[config.mk]
export PLATFORM = sky130hd
export DESIGN_NAME = pc_sequencer_flat
export DESIGN_NICKNAME = d
export VERILOG_FILES = /design/src/rtl/pc_seq_pkg.sv /design/src/rtl/pc_sequencer_if.sv /design/src/rtl/pc_redirect_buffer.sv /design/src/rtl/pc_sequencer.sv /design/src/flat_wrapper.sv
export SDC_FILE = /design/constraint.sdc
export NUM_CORES = 1
export LEC_CHECK = 0
export ABC_AREA = 1
export BUFFER_PORTS_ARGS = -buffer_cell sky130_fd_sc_hd__buf_2
export CORE_ASPECT_RATIO = 0.7
export CORE_MARGIN = 5
export CORE_UTILIZATION = 50
export DETAILED_ROUTE_END_ITERATION = 10
export HOLD_SLACK_MARGIN = 0.06
export MAX_ROUTING_LAYER = met4
export PLACE_DENSITY = 0.72
export REMOVE_ABC_BUFFERS = 1
export SLEW_MARGIN = 15
export SYNTH_ARGS = -nofsm -noshare
export SYNTH_HDL_FRONTEND = slang
export SYNTH_SLANG_ARGS = --single-unit
[constraint.sdc]
create_clock -name clk_i -period 2 [get_ports clk_i]
set_input_delay 0.3 -clock clk_i [delete_from_list [all_inputs] [get_ports clk_i]]
set_output_delay 0.3 -clock clk_i [all_outputs]
set_load 0.02 [all_outputs]
[src/rtl/pc_seq_pkg.sv]
// Shared types and constants for the fetch-PC sequencer.
// Optional misaligned-redirect trapping is enabled by defining PC_SEQ_ALIGN_CHECK_EN.
package pc_seq_pkg;

  typedef enum logic [1:0] {
    ST_IDLE,
    ST_RUN,
    ST_WAIT,
    ST_HALT
  } seq_state_e;

  localparam logic [31:0] PC_STEP          = 32'd4;
  localparam logic [31:0] DEFAULT_RESET_PC = 32'd0;
  localparam logic [31:0] DEFAULT_HALT_PC  = 32'd248;
  localparam logic [31:0] DEFAULT_TRAP_PC  = 32'h0000_0100;

  function automatic logic [31:0] word_align(input logic [31:0] addr);
    return {addr[31:2], 2'b00};
  endfunction

endpackage

[src/rtl/pc_sequencer_if.sv]
// Signal bundle between the PC sequencer and its neighbours (hazard unit, EX, imem, IF).
// The trap/bad_pc signals exist only when PC_SEQ_ALIGN_CHECK_EN is defined.
interface pc_sequencer_if;
  import pc_seq_pkg::*;

  logic        stall_i;
  logic        redirect_i;
  logic [31:0] redirect_pc_i;
  logic        imem_ready_i;
  logic [31:0] pc_o;
  logic        fetch_valid_o;
  logic        flush_o;
  logic        halted_o;
`ifdef PC_SEQ_ALIGN_CHECK_EN
  logic        trap_o;
  logic [31:0] bad_pc_o;

  modport master (
    input  stall_i, redirect_i, redirect_pc_i, imem_ready_i,
    output pc_o, fetch_valid_o, flush_o, halted_o, trap_o, bad_pc_o
  );

  modport slave (
    output stall_i, redirect_i, redirect_pc_i, imem_ready_i,
    input  pc_o, fetch_valid_o, flush_o, halted_o, trap_o, bad_pc_o
  );
`else
  modport master (
    input  stall_i, redirect_i, redirect_pc_i, imem_ready_i,
    output pc_o, fetch_valid_o, flush_o, halted_o
  );

  modport slave (
    output stall_i, redirect_i, redirect_pc_i, imem_ready_i,
    input  pc_o, fetch_valid_o, flush_o, halted_o
  );
`endif

endinterface

[src/rtl/pc_redirect_buffer.sv]
// Holds one redirect target that arrived while a fetch was still outstanding.
// A new load overwrites the stored target; release clears the valid flag.
module pc_redirect_buffer
  import pc_seq_pkg::*;
(
  input  logic        clk_i,
  input  logic        start_i_n,
  input  logic        load_i,
  input  logic [31:0] load_pc_i,
  input  logic        release_i,
  output logic        valid_o,
  output logic [31:0] pc_o
);

  always_ff @(posedge clk_i) begin
    if (!start_i_n) begin
      valid_o <= 1'b0;
      pc_o    <= 32'd0;
    end else if (load_i) begin
      valid_o <= 1'b1;
      pc_o    <= load_pc_i;
    end else if (release_i) begin
      valid_o <= 1'b0;
    end
  end

endmodule

[src/rtl/pc_sequencer.sv]
// Fetch-PC controller: sequential advance, EX redirects, stall hold, address-stable waits, halt.
// Define PC_SEQ_ALIGN_CHECK_EN to trap misaligned redirect targets instead of aligning them.
module pc_sequencer
  import pc_seq_pkg::*;
#(
  parameter logic [31:0] RESET_PC = DEFAULT_RESET_PC,
  parameter logic [31:0] HALT_PC  = DEFAULT_HALT_PC
`ifdef PC_SEQ_ALIGN_CHECK_EN
  ,
  parameter logic [31:0] TRAP_PC  = DEFAULT_TRAP_PC
`endif
)
(
  input  logic           clk_i,
  input  logic           start_i_n,
  pc_sequencer_if.master bus
);

  seq_state_e  state;
  logic [31:0] pc_q;
  logic        fetch_valid_q;
  logic        halted_q;

  logic        active;
  logic        outstanding;
  logic        accept;
  logic        take_redirect;
  logic        redirect_now;
  logic        release_now;
  logic        load_pc;
  logic        halt_now;
  logic        pend_valid;
  logic [31:0] pend_pc;
  logic [31:0] target;
  logic [31:0] load_value;

`ifdef PC_SEQ_ALIGN_CHECK_EN
  logic        target_bad;
  logic        trap_q;
  logic [31:0] bad_pc_q;
`endif

  // A redirect always wins over a pending release; both reload the PC from a target.
  always_comb begin
    active        = (state != ST_HALT);
    outstanding   = fetch_valid_q & ~bus.imem_ready_i;
    accept        = fetch_valid_q & bus.imem_ready_i & ~bus.stall_i;
    take_redirect = active & bus.redirect_i;
    redirect_now  = take_redirect & ~outstanding;
    release_now   = ~take_redirect & accept & pend_valid;
    load_pc       = redirect_now | release_now;
    halt_now      = accept & ~take_redirect & ~pend_valid & (pc_q == HALT_PC);
    target        = take_redirect ? bus.redirect_pc_i : pend_pc;
`ifdef PC_SEQ_ALIGN_CHECK_EN
    target_bad    = (target[1:0] != 2'b00);
    load_value    = target_bad ? TRAP_PC : target;
`else
    load_value    = word_align(target);
`endif
  end

  pc_redirect_buffer u_redirect_buffer (
    .clk_i     (clk_i),
    .start_i_n (start_i_n),
    .load_i    (take_redirect & outstanding),
    .load_pc_i (bus.redirect_pc_i),
    .release_i (load_pc),
    .valid_o   (pend_valid),
    .pc_o      (pend_pc)
  );

  always_ff @(posedge clk_i) begin
    if (!start_i_n) begin
      state         <= ST_IDLE;
      pc_q          <= RESET_PC;
      fetch_valid_q <= 1'b0;
      halted_q      <= 1'b0;
`ifdef PC_SEQ_ALIGN_CHECK_EN
      trap_q        <= 1'b0;
      bad_pc_q      <= 32'd0;
`endif
    end else begin
      case (state)
        ST_IDLE: begin
          state         <= ST_RUN;
          fetch_valid_q <= 1'b1;
        end
        ST_RUN, ST_WAIT: begin
          if (halt_now) begin
            state         <= ST_HALT;
            fetch_valid_q <= 1'b0;
            halted_q      <= 1'b1;
          end else if (!bus.imem_ready_i) begin
            state <= ST_WAIT;
          end else begin
            state <= ST_RUN;
          end
        end
        default: state <= ST_HALT;
      endcase

      // Halting accept keeps the PC parked on the halt address.
      if (load_pc) begin
        pc_q <= load_value;
      end else if (accept && !halt_now) begin
        pc_q <= pc_q + PC_STEP;
      end

`ifdef PC_SEQ_ALIGN_CHECK_EN
      trap_q <= load_pc & target_bad;
      if (load_pc && target_bad) begin
        bad_pc_q <= target;
      end
`endif
    end
  end

  assign bus.pc_o          = pc_q;
  assign bus.fetch_valid_o = fetch_valid_q;
  assign bus.halted_o      = halted_q;
  assign bus.flush_o       = start_i_n & (take_redirect | (accept & pend_valid));
`ifdef PC_SEQ_ALIGN_CHECK_EN
  assign bus.trap_o        = trap_q;
  assign bus.bad_pc_o      = bad_pc_q;
`endif

endmodule

[src/flat_wrapper.sv]
// flat-port wrapper written by rule: the top's interface ports become plain ports
module pc_sequencer_flat import pc_seq_pkg::*;
#(
  parameter logic [31:0] RESET_PC = DEFAULT_RESET_PC,
  parameter logic [31:0] HALT_PC  = DEFAULT_HALT_PC

)
  (clk_i, start_i_n, bus_stall_i, bus_redirect_i, bus_redirect_pc_i, bus_imem_ready_i, bus_pc_o, bus_fetch_valid_o, bus_flush_o, bus_halted_o);
  pc_sequencer_if bus_i ();
  input  logic clk_i;
  input  logic start_i_n;
  input wire logic [$bits(bus_i.stall_i)-1:0] bus_stall_i;
  input wire logic [$bits(bus_i.redirect_i)-1:0] bus_redirect_i;
  input wire logic [$bits(bus_i.redirect_pc_i)-1:0] bus_redirect_pc_i;
  input wire logic [$bits(bus_i.imem_ready_i)-1:0] bus_imem_ready_i;
  output wire logic [$bits(bus_i.pc_o)-1:0] bus_pc_o;
  output wire logic [$bits(bus_i.fetch_valid_o)-1:0] bus_fetch_valid_o;
  output wire logic [$bits(bus_i.flush_o)-1:0] bus_flush_o;
  output wire logic [$bits(bus_i.halted_o)-1:0] bus_halted_o;
  assign bus_i.stall_i = bus_stall_i;
  assign bus_i.redirect_i = bus_redirect_i;
  assign bus_i.redirect_pc_i = bus_redirect_pc_i;
  assign bus_i.imem_ready_i = bus_imem_ready_i;
  assign bus_pc_o = bus_i.pc_o;
  assign bus_fetch_valid_o = bus_i.fetch_valid_o;
  assign bus_flush_o = bus_i.flush_o;
  assign bus_halted_o = bus_i.halted_o;
  pc_sequencer #(.RESET_PC(RESET_PC), .HALT_PC(HALT_PC)) u_core (.clk_i(clk_i), .start_i_n(start_i_n), .bus(bus_i));
endmodule
==> impl_results.md, run 1 <==
* Status: finished clean
* Site row count at 27
* Synth Area per Inst at 5.80 um^2
* Synth Register Bits at 65
* Antenna diodes at 0
* Die area at 10,200 um^2
* Starting density of the core at 51.8%
* CTS clk-pin slew, worst paths at 0.06 ns
* Number of synthesized flops with an enable pin at 0
* Fin. Hold Viols at 0
* Finished Core Util at 62.7%
* Power Density at 1170 nW/um^2
* CTS tree: yes
* Crit Path Category: reg -> reg
* Max-cap violations at 0
* Share of layout cells above drive strength 1 at 15.3%
* Port-buffer cells at 67
* Final net count at about 820
* TNS Setup at 0 ns
* R2R setup slack at around 0.16 ns
* Hold Path Depth at 2
* Post-DP HPWL at approximately 9100 um
* Sequential area share after synthesis at 31.7%
* CP Max Fanout at 22
* Cts repair resizes at 1
* Peak supply drop at 0.000685 V
* Fin crit share at between 90% and 100%
* Hold Buf Count CTS at 0
* Final setup fails at 0
* Total number of vias at 4,579
* Placed instance area at ~4600 um^2
* Drt via density at about 5.2
* GPL Wtd Cong at 0.943
* Worst Hold Endpoint: u_core.state[1]
* Post-synthesis cell area at slightly above 4000 um^2
* Syn Inst Count at roughly 700
* Multi-input logic area at 2370 um^2
* Post-CTS Setup Inserts at 0
* Worst Hold Launch: bus_imem_ready_i
* Top FF cell, synth: dfxtp_1
* Final Max Slew Viols at 0
* Vias in the first global route at about 4,000
* RSZ-0062 raised after global routing: false
* Pleak at 2.46 nW
* Clk buf depth at 2
* Clk sinks at 65
* Filler cells at about 730
* Crit path time final at between 1.5 and 2 ns
* Data required, critical path at 2.27 ns
* Count of cell types in the netlist at 30
* Worst R2R Path Depth at 12
* Final WL at roughly 12,000 um
* Remaining antenna violation count at 0
* Worst-Skew Late Latency at ~0.34 ns
* Count of warnings emitted by yosys at 0
* Async S/R FF share, synth at 0%
* Crit. End Element: flop
* Register area at 1300 um^2
* Total GRT Usage at 24.8%
* Area grow syn2layout at 21.1%
* Drt first pass iters at 5
* Die Span X at 118 um
* Num ports at 72
* Core Area at 7940 um^2
* Post-route cell area at 4980 um^2
* DR DRC count at 0
* Hold Crit Class: in -> reg
* Routed WL per cell at 13.7 um
* RR Endpoint: u_core.bus.pc_o[11]
* Global route overflow at 0
* Setup Skew at 0.00855 ns
* Die Ht at between 80 and 90 um
* Clk root buf: clkbuf_16
* Final Power at between 5 and 6 mW
* Crit path DAT at 2.11 ns
* Startpoint Class: flop
* Initial antenna violation count at 0
* Drt first-iter violations at between 500 and 600
* FF-to-FF Start: u_core.bus.pc_o[2]
* Largest net degree at the start of global routing at 37
* TritonCTS Buffers at 9
* # H-tree levels at 3
* FMAX at 542 MHz
* First-pass GRT wire length at 20,000 um
-- worst max-delay path by stage --
stage	startpoint	end
6_report	u_core.bus.pc_o[2]	u_core.bus.pc_o[11]
2_1_floorplan	u_core.state[0]	u_core.bus.pc_o[3]
3_5_place_dp	u_core.bus.pc_o[2]	u_core.bus.pc_o[9]
5_1_grt	u_core.bus.pc_o[2]	u_core.bus.pc_o[30]
4_1_cts	u_core.bus.pc_o[2]	u_core.bus.pc_o[22]
3_3_place_gp	u_core.bus.pc_o[2]	u_core.bus.pc_o[7]
-- layout by cell type, fill, tap and decap left out --
master / count
clkinv_8: 1
nand3_2: 1
conb_1: 2
nand3b_1: 7
o21ai_2: 1
nand2_4: 2
inv_2: 2
buf_4: 20
buf_2: 67
o21bai_1: 2
nand2_2: 1
nor2_1: 121
bufinv_16: 3
a211oi_1: 3
clkinv_4: 1
clkbuf_1: 2
and2_1: 1
a21oi_1: 20
nor3_1: 1
o21ai_1: 1
nand4_1: 3
nand2_1: 234
ha_1: 4
nor2_2: 5
clkinv_2: 1
buf_8: 1
buf_6: 1
buf_12: 2
xor2_1: 6
o21ai_0: 62
a31oi_1: 1
clkbuf_16: 9
dfxtp_1: 65
nor2_4: 2
inv_1: 72
nand3_1: 56
-- state kept, by name, indices dropped and copies added (netlist names) --
register	cells
u_core.bus.fetch_valid_o	1
u_core.bus.halted_o	1
u_core.bus.pc_o	30
u_core.state	2
u_core.u_redirect_buffer.pc_o	30
u_core.u_redirect_buffer.valid_o	1
-- Yosys cell counts, types with 2 or more instances --
master	instances	share of area [%]
a211oi_1	3	0.55
a21oi_1	20	2.4
buf_1	3	0.27
buf_2	13	1.6
buf_4	3	0.55
buf_6	2	0.55
clkbuf_1	13	1.2
dfxtp_1	65	32
ha_1	4	1.2
inv_1	72	6.6
inv_2	2	0.18
nand2_1	235	21
nand2_4	2	0.55
nand3_1	56	6.8
nand3b_1	7	1.3
nand4_1	3	0.46
nor2_1	121	11
nor2_2	6	0.91
o21ai_0	62	7.6
o21bai_1	2	0.37
xor2_1	6	1.3
-- metal layers --
layer | track usage (%) | up-vias | routed length [um]
met5 | - | - | 0
met4 | 7.08 | 0 | 161
met3 | 5.87 | 17 | 1090
met2 | 37.0 | 178 | 5190
met1 | 33.7 | 2045 | 5700
li1 | - | 2339 | -
-- power by group --
| group | total, mW | switching (mW) | internal (mW) |
|---|---|---|---|
| logic | 2.19 | 1.41 | 0.781 |
| clock network | 1.83 | 0.614 | 1.22 |
| registers | 1.78 | 0.225 | 1.55 |
| total | 5.80 | 2.25 | 3.55 |
-- per-stage QoR --
step | hold WS (ns) | instances | worst slack, ns
2_1_floorplan | 0.405 | 676 | -1.19
3_3_place_gp | 0.434 | 868 | 0.114
3_5_place_dp | 0.442 | 868 | 0.0419
4_1_cts | 0.190 | 884 | 0.102
5_1_grt | 0.197 | 884 | 0.00373
6_report | 0.200 | 884 | 0.157
-- critical path, cell delays in order (launching register included) --
cell	delay, ns
dfxtp_1	0.33
inv_1	0.13
ha_1	0.18
nand2_1	0.08
nor2_1	0.10
nand2_1	0.10
nor2_2	0.13
nand3_2	0.16
nand2_4	0.14
nand2_4	0.10
clkinv_8	0.13
nor2_1	0.07
nor2_1	0.11
-- final cells by class --
type	count	share of cell area (%)
clock buffer	11	4.68
clock inverter	5	2.09
inverter	75	5.91
multi-input combinational	536	47.5
sequential	65	26.2
tap	101	2.54
timing repair buffer	91	11.1
-- cell families after synthesis --
kind of cell	synth area share [%]
and+or+nand+nor	43.3
buffers and inverters	11.0
AOI/OAI and AO/OA	11.4
DFF	31.7
xor gates and xnor gates	1.28
adders and majority gates	1.22
other	0.0913
No activity file was read; power rests on OpenSTA's default activity.
==> run 2: changes to the inputs <==
--- a/config.mk
+++ b/config.mk
@@ -11,6 +11,7 @@
 export CORE_MARGIN = 5
 export CORE_UTILIZATION = 50
 export DETAILED_ROUTE_END_ITERATION = 10
+export GPL_TIMING_DRIVEN = 0
 export HOLD_SLACK_MARGIN = 0.06
 export MAX_ROUTING_LAYER = met4
 export PLACE_DENSITY = 0.72
==> run 2 against run 1 <==
- critical path depth decreased by 4
- routed wire length increased by 4.8%
- register-to-register slack got worse by 0.07 ns
- sequential cell count unchanged
- fmax decreased by 3.9%
- first-iteration DRC count increased by 5.1%
- hold slack improved by 0.0053 ns
- setup slack got worse by 0.074 ns
- final cell count decreased by 0.90%
- global-route usage decreased by 0.058 points
- utilization increased by 1.7 points
- power increased by 2.9%
- critical endpoint is now bus_flush_o
- largest power group unchanged
- highest routed layer unchanged
==> impl_results.md, run 2 (same netlist as run 1, synthesis figures left out) <==
* Setup Skew at 0.00892 ns
* Final setup fails at 0
* Worst-Skew Late Latency at 0.34 ns
* Area grow syn2layout at 24.5%
* CTS tree: yes
* Site row count at 27
* Finished Core Util at 64.4%
* Placed Cells at 845
* Core Area at 7940 um^2
* Initial antenna violation count at 0
* Startpoint Class: flop
* Die Span X at roughly 120 um
* Filler cells at 739
* Fin. Hold Viols at 0
* GPL Wtd Cong at 0.898
* Clk sinks at 65
* Most common cell after layout, fill and taps aside: nand2_1
* First-pass GRT wire length at 19,900 um
* Die area at 10,200 um^2
* Drt first pass iters at 5
* Die Ht at 85.8 um
* Drt via density at 5.16
* Final WS setup at 0.0822 ns
* Pleak at 2.45 nW
* Antenna diodes at 0
* Global route overflow at 0
* Register area at 1300 um^2
* Routed WL per cell at about 15 um
* CTS clk-pin slew, worst paths at 0.05 ns
* Biggest registers after layout: u_core.bus.pc_o x30, u_core.u_redirect_buffer.pc_o x30, u_core.state x2
* TNS Setup at 0 ns
* Final Hold Slack at 0.205 ns
* Share of layout cells above drive strength 1 at 15.6%
* Total number of vias at 4,523
* Final net count at 811
* Total GRT Usage at between 20% and 30%
* Peak supply drop at 0.000632 V
* Crit. End Element: output port
* FMAX at 521 MHz
* # H-tree levels at 3
* Clk buf depth at 2
* Crit Path Category: reg -> out
* Final Max Slew Viols at 0
* CP Max Fanout at 45
* Finished Layout Cells at 876
* Hold Crit Class: in -> reg
* Starting density of the core at 51.8%
* Max-cap violations at 0
* Data required, critical path at 1.70 ns
* Crit path time final at around 1.9 ns
* Port-buffer cells at between 60 and 70
* Slew HR at 59.5%
* Worst slack, placed at -1.26 ns
* Largest net degree at the start of global routing at 62
* DR DRC count at 0
* Hold Buf Count CTS at 0
* Final WL at between 10,000 and 15,000 um
* Status: finished clean
* Least-Margin Pin Slew at 0.608 ns
* Drt first-iter violations at 558
* TritonCTS Buffers at 9
* Post-DP HPWL at between 8000 and 9000 um
* Multi-input logic area at 2480 um^2
* Crit path DAT at 1.62 ns
* Most frequent cells in the layout: 232 x nand2_1, 118 x nor2_1, 71 x inv_1, 65 x buf_2, 63 x dfxtp_1
* Remaining antenna violation count at 0
* Power Density at about 1200 nW/um^2
* Fin crit share at 95.9%
* Num ports at 72
* R2R setup slack at 0.09 ns
* Clk root buf: clkbuf_16
* Vias in the first global route at 3,949
[run 2: changes by cell type in the layout (fill, tap and decap cells not counted), moves of 3 or more]
cell	previous run	this run
buf_4	20	8
nand2_8	0	4
inv_16	0	3
nor2_1	121	118
[run 2: timing repair]
item / in CTS / in global routing
pin swaps: 2 / 7
setup endpoints to repair: 62 / 47
buffers inserted: 6 / 4
gates resized for setup: 26 / 15
cloned: 1 / 4
[run 2: per-stage QoR]
step | total power, mW | cell area (um^2)
floorplan | 3.18 | 3940
global placement | 3.72 | 4400
detailed placement | 3.80 | 4430
CTS | 5.79 | 4980
global route | 6.37 | 5110
finish | 5.97 | 5110
[run 2: final timing paths]
| check | start | to | cells past startpoint |
|---|---|---|---|
| worst max register to register | u_core.state[1] | u_core.bus.pc_o[11] | 13 |
| worst min-delay path | bus_imem_ready_i | u_core.state[1] | 2 |
| worst min register to register | u_core.u_redirect_buffer.pc_o[19] | u_core.u_redirect_buffer.pc_o[19] | 2 |
| worst max-delay path | u_core.state[1] | bus_flush_o | 8 |
[run 2: final cells by class]
cell class	instances	share of cell area (%)
well taps	101	2.47
clock buffers	11	4.55
inverters	75	6.53
clock inverters	5	2.03
multi-input cells	538	48.6
repair buffers	79	10.0
flip-flops and latches	65	25.5
repair inverters	2	0.318
[run 2: report_power, final]
part           switching [mW]  internal [mW]
clock                   0.602           1.22
combinational            1.49          0.819
sequential              0.284           1.56
total                    2.38           3.59
[run 2: critical path: stages, from the launching register on]
cell and delay, ns:
dfxtp_2 0.33, ha_4 0.17, nor2_4 0.10, buf_12 0.15, inv_16 0.08, o21ai_4 0.11
inv_1 0.08, nor2_2 0.09, buf_4 0.15
[run 2: routing by layer]
layer	global-route usage [%]	vias to the layer above	share of wire (%)
met3	5.54	14	8.9
met1	35.4	2000	48
met5	-	-	0
li1	-	2329	-
met2	35.4	180	42
met4	5.94	0	1.1
